`src/rtl/dw_fifo_sync.sv`:
```
// Synchronous FIFO on a flip-flop array with fall-through head read and
// count-derived status flags. Depth need not be a power of two.
module dw_fifo_sync #(
  parameter int width    = 8,
  parameter int depth    = 16,
  parameter int ae_level = 1,
  parameter int af_level = 1,
  parameter int err_mode = 0
) (
  input  logic             clk,
  input  logic             rst,
  input  logic             push_req_n,
  input  logic             pop_req_n,
  input  logic [width-1:0] data_in,
  output logic             empty,
  output logic             almost_empty,
  output logic             half_full,
  output logic             almost_full,
  output logic             full,
  output logic             error,
  output logic [width-1:0] data_out
);

  localparam int CW = $clog2(depth + 1);
  localparam int PW = (depth > 1) ? $clog2(depth) : 1;
  localparam logic [CW-1:0] DEPTH_C = CW'(depth);
  localparam logic [CW-1:0] AE_C    = CW'(ae_level);
  localparam logic [CW-1:0] HF_C    = CW'((depth + 1) / 2);
  localparam logic [CW-1:0] AF_C    = CW'(depth - af_level);
  localparam logic [PW-1:0] LAST_P  = PW'(depth - 1);

  logic [width-1:0] mem [depth];
  logic [PW-1:0]    wr_ptr, rd_ptr;
  logic [CW-1:0]    count;
  logic             push, pop, do_push, do_pop, overflow, underflow;

  function automatic logic [PW-1:0] ptr_inc(input logic [PW-1:0] p);
    return (p == LAST_P) ? '0 : p + PW'(1);
  endfunction

  assign push      = ~push_req_n;
  assign pop       = ~pop_req_n;
  assign do_pop    = pop & ~empty;
  // When full, a concurrent pop frees the head slot, which is where wr_ptr points.
  assign do_push   = push & (~full | do_pop);
  assign overflow  = push & full & ~pop;
  assign underflow = pop & empty;

  always_ff @(posedge clk) begin
    if (rst) begin
      for (int i = 0; i < depth; i++) mem[i] <= '0;
      wr_ptr <= '0;
      rd_ptr <= '0;
      count  <= '0;
      error  <= 1'b0;
    end else begin
      if (do_push) begin
        mem[wr_ptr] <= data_in;
        wr_ptr      <= ptr_inc(wr_ptr);
      end
      if (do_pop) rd_ptr <= ptr_inc(rd_ptr);
      case ({do_push, do_pop})
        2'b10:   count <= count + CW'(1);
        2'b01:   count <= count - CW'(1);
        default: count <= count;
      endcase
      if (err_mode == 0) error <= error | overflow | underflow;
      else               error <= overflow | underflow;
    end
  end

  // Flags depend only on the count register, never on the request inputs.
  assign empty        = (count == '0);
  assign almost_empty = (count <= AE_C);
  assign half_full    = (count >= HF_C);
  assign almost_full  = (count >= AF_C);
  assign full         = (count == DEPTH_C);
  assign data_out     = mem[rd_ptr];

endmodule

```
`config.mk`:
```
export PLATFORM = sky130hd
export DESIGN_NAME = dw_fifo_sync
export DESIGN_NICKNAME = d
export VERILOG_FILES = /design/src/rtl/dw_fifo_sync.sv
export SDC_FILE = /design/constraint.sdc
export NUM_CORES = 1
export LEC_CHECK = 0
export BUFFER_PORTS_ARGS = -buffer_cell sky130_fd_sc_hd__buf_2
export CORE_ASPECT_RATIO = 1.1
export CORE_MARGIN = 3
export CORE_UTILIZATION = 66
export CTS_CLUSTER_SIZE = 24
export DETAILED_ROUTE_END_ITERATION = 16
export PLACE_DENSITY = 0.84
export SYNTH_ARGS = -nofsm -noshare
export SYNTH_HDL_FRONTEND = slang
export SYNTH_SLANG_ARGS = --single-unit
```
`constraint.sdc`:
```
create_clock -name clk -period 6.1 [get_ports clk]
set_input_delay 0 -clock clk [delete_from_list [all_inputs] [get_ports clk]]
set_output_delay 0 -clock clk [all_outputs]
set_load 0.02 [all_outputs]
```
==> results by stage <==
Outcome:
- The flow ran to the end, and the final reports show no timing, DRC or antenna violations.

Final layout:
- The footprint of the flip-flops and latches is 0.00421 sq mm.
- Of the cells placed in the final design, the portion with a size suffix greater than 1 is 18.9%.
- At the end of the flow the core is filled with cells to 76.8%.
- The number of antenna repair diodes is 0.
- The area growth from synthesis to layout is 13.1%.
- The multi-input combinational cells in the finished layout cover a total of 0.00233 sq mm.
- The final-layout fill cell count is 545.
- In the final design database the tool counted 554 nets.

Place:
- The number of port buffers is 25.
- Detailed placement ended at an HPWL of 9840 um.
- At the end of routability-driven placement, the weighted congestion stood at 0.838.

Critical path:
- The critical path data required time is 6.44 ns.
- The setup check on the worst reg-to-reg path leaves a slack of 2.86 ns.
- Walking the worst path, the cells encountered are inv_1 -> ha_1 -> nor3b_4 -> a31oi_1 -> nand3_1 -> nor2_1.
- The category of the worst setup path launch point is a flop.
- The critical path endpoint is mem[12][3]$_SDFFCE_PN0P_.
- The origin of the worst setup path is count[1]$_SDFFE_PP0P_.
- The worst setup path is captured at a flop.
- The number of cell instances on the worst register-to-register path is 6.
- The worst register-to-register path begins at count[1]$_SDFFE_PP0P_.
- The worst register-to-register path ends at mem[12][3]$_SDFFCE_PN0P_.
- The maximum net fanout on the critical path is 32.
- The class of the most critical setup path is reg -> reg.
- The library cell contributing the largest single delay on the critical path is nand3_1.
- The arrival time at the worst endpoint is 3.59 ns.
- On the worst path, the slowest cell contributes a delay of 1.04 ns.

Global routing:
- The maximum number of pins on one net before global-route repair is 38.
- For this run, the total global-route usage over all layers was measured as 31.3%.
- The wire length of the first global-routing pass is 25,600 um.
- The number of global-route vias before repair is 4,613.
- The remaining global-route overflow is 0.
- The initial antenna violation count is 0.

Route:
- In the final routed layout, each cell accounts on average for 25.2 um.
- The total iterations of the first detailed-routing run is 6.
- Once detail routing completed, the nets flagged for antenna violations numbered 0.
- For this run, design rule violations remaining after detail routing come to 0.
- The vias per cell is 6.78.
- For this block, the via count after detailed routing is 4,509.
- The total wire length after detailed routing is 16,800 um.
- The number of DRC markers in iteration 0 is 673.

Timing:
- In this run the tightest slew margin relative to its limit is 9.86%.
- The aggregate negative setup slack is 0 ns.
- The period utilization is 53.1%.
- The total count of hold-check failures in the final report is 0.
- For the final database, setup skew stands at 0.00406 ns.
- The top achievable clock speed is 0.308 GHz.
- The final count of pins violating max slew came to 0.
- The post-route minimum period is 3.24 ns.
- The transition time of the tightest slew-check pin is 1.35 ns.
- Setup violations remaining at the end of the flow were counted as 0.
- Setup repair after global routing left no endpoint under its margin.

Floorplanning:
- The floorplan core area is 0.00994 sq mm.
- The total I/O pin count is 26.
- From left edge to right edge, the die measures 102 um.
- The die area is 0.0115 sq mm.
- The die is 112 um tall.
- For this configuration, the core starts out at a cell density of 67.9%.
- The number of cell rows is 38.

Clock tree:
- TritonCTS created 17 clock buffers.
- The cell chosen for the clock root is clkbuf_8.
- Counting every sink on the clock net gives 146.
- The total of cells resized after clock tree synthesis is 0.
- The deepest level of the CTS H-tree is 4.
- The number of hold-repair buffers added at the cts stage is 12.
- The maximum clock path buffer count is 2.
- TritonCTS built the clock tree.
- In this run the post-CTS setup repair buffer count came out at 0.
- The clock transition time at the flip-flop clock pins of the worst setup and hold paths is 0.06 ns.
- The later pin in the worst-skew pair is clocked with a latency of 0.54 ns.

Synth:
- For this run, the number of Yosys warnings is 0.
- The sequential element share of the synthesized area is 62.3%.
- For this run, asynchronously set or reset flops after synthesis account for 0%.
- In the synthesized netlist, the number of instances is 508.
- Counting flops with a built-in enable in the synthesized netlist gives 128.
- The most used flip-flop cell after synthesis is edfxtp_1.
- By area the synthesized netlist is led by edfxtp_1 (57%), mux4_2 (13%), nor2_1 (7.8%).
- The synthesized design devotes to its leading area cell type 57.0% of total area.
- The cell taking the most area after synthesis is edfxtp_1.
- The synthesized net count is 530.
- The count of different cell masters after synthesis is 48.
- The flip-flop and latch count after synthesis is 146.
- Averaged over all synthesized cells, the footprint is 13.3 sq um.
- The post-synthesis cell area is 0.00675 sq mm.

Power:
- The power per cell area is 382 mW/mm^2.
- The share of power burned in registers is 41.0%.
- The clock network burns 37.0% of the power.
- In this run switching power makes up 27.1% of total power.
- The standby leakage power is 2.70 nW.
- In this run the power spent charging and discharging nets is 790 uW.
- Combinational logic burns 22.0% of the power.
- Overall power consumption after layout is estimated at 2.91 mW.
- The internal cell power is 2.12 mW.
- The maximum VDD drop is 0.258 mV.

Hold path:
- The startpoint identified for the worst hold timing path is data_in[7].
- The tightest min-delay check is of the in -> reg type.

Flow run:
- The number of maximum-capacitance constraint violations is 0.
==> worst min path at each step <==
| stage | endpoint | slack [ns] | depth (start not counted) |
|---|---|---|---|
| 2_1_floorplan | count[1]$_SDFFE_PP0P_ | 0.17 | 2 |
| 3_3_place_gp | count[1]$_SDFFE_PP0P_ | 0.40 | 3 |
| 3_5_place_dp | count[1]$_SDFFE_PP0P_ | 0.42 | 3 |
| 4_1_cts | mem[6][7]$_SDFFCE_PN0P_ | 0.43 | 4 |
| 5_1_grt | mem[14][7]$_SDFFCE_PN0P_ | 0.45 | 4 |
| 6_report | mem[3][7]$_SDFFCE_PN0P_ | 0.45 | 4 |
==> routing by layer <==
metal | routed length, um | vias to the layer above | track usage, % | part of all wire [%]
li1 | - | 1910 | - | -
met1 | 5550 | 2161 | 39.5 | 33
met2 | 8380 | 371 | 49.9 | 50
met3 | 2070 | 64 | 8.51 | 12
met4 | 749 | 3 | 15.6 | 4.5
met5 | 29 | - | 0 | 0.17
==> cell families after synthesis <==
group	share of synthesized area, %
muxes	13.9
DFF	62.3
buffers and inverters	3.12
xor gates and xnor gates	0.260
AOI/OAI and AO/OA	5.10
adders and majority gates	2.00
and+or+nand+nor	13.3
==> worst max-delay path: cells and delay by family, from the launching register on <==
family / cells / cell delay [ns]
and+or+nand+nor: 3 / 1.68
AOI/OAI and AO/OA: 1 / 0.52
DFF: 1 / 0.45
adders and majority gates: 1 / 0.24
buffers and inverters: 1 / 0.14
==> cell usage in the layout, fill, tap and decap left out, types with 8 or more instances in the layout <==
master           n
a21o_1          16
a21oi_1         12
buf_2           25
clkbuf_16       16
clkinv_1         8
dfxtp_1         17
dlygate4sd3_1   12
edfxtp_1       128
ha_1            10
inv_1           10
mux4_2          40
nand2_1         40
nor2_1         140
==> power by group through the flow <==
stage	clock, mW	sequential, mW	combinational [mW]
floorplan	0	1.19	0.498
global placement	0	1.20	0.608
detailed placement	0	1.21	0.624
CTS	1.08	1.19	0.640
global route	1.12	1.20	0.691
finish	1.08	1.19	0.640
==> Yosys cell counts (2+ instances only) <==
cell type and n:
nand2b_1 2, a311oi_1 2, buf_4 3, a31oi_1 2, a21oi_1 12, nor2b_1 5, dfxtp_1 18, ha_1 10
and3_1 3, nor3_1 5, nor3b_1 3, buf_1 8, buf_2 14, inv_1 10, a21o_1 16, edfxtp_1 128
nand3_1 5, a22oi_2 2, nand3b_1 2, nand2_1 40, mux4_2 40, o21ai_0 4, xnor2_1 2, clkbuf_1 9
nor2_1 140
==> per-stage QoR <==
step                hold slack [ns]  cells  setup slack, ns  area, sq um
CTS                           0.434    664             2.93         7600
floorplan                     0.169    508             3.94         6750
detailed placement            0.418    620             2.97         6870
global placement              0.403    620             3.30         6870
global route                  0.448    665             2.51         7630
finish                        0.448    665             2.86         7630
==> area by class of cell <==
| type | instances | share of cell area, % |
|---|---|---|
| Clock inverter | 15 | 2.56 |
| Multi-Input combinational cell | 316 | 30.6 |
| Inverter | 11 | 0.558 |
| Timing Repair Buffer | 40 | 3.77 |
| Clock buffer | 17 | 5.43 |
| Sequential cell | 146 | 55.1 |
| Tap cell | 120 | 1.97 |
==> sequential cells by signal, summed over array words and instances, names as in the netlist, named ones only <==
register and flops:
rd_ptr 4, count 5, mem 128, error 1
wr_ptr 4
Power figures use the tool's default switching activity.
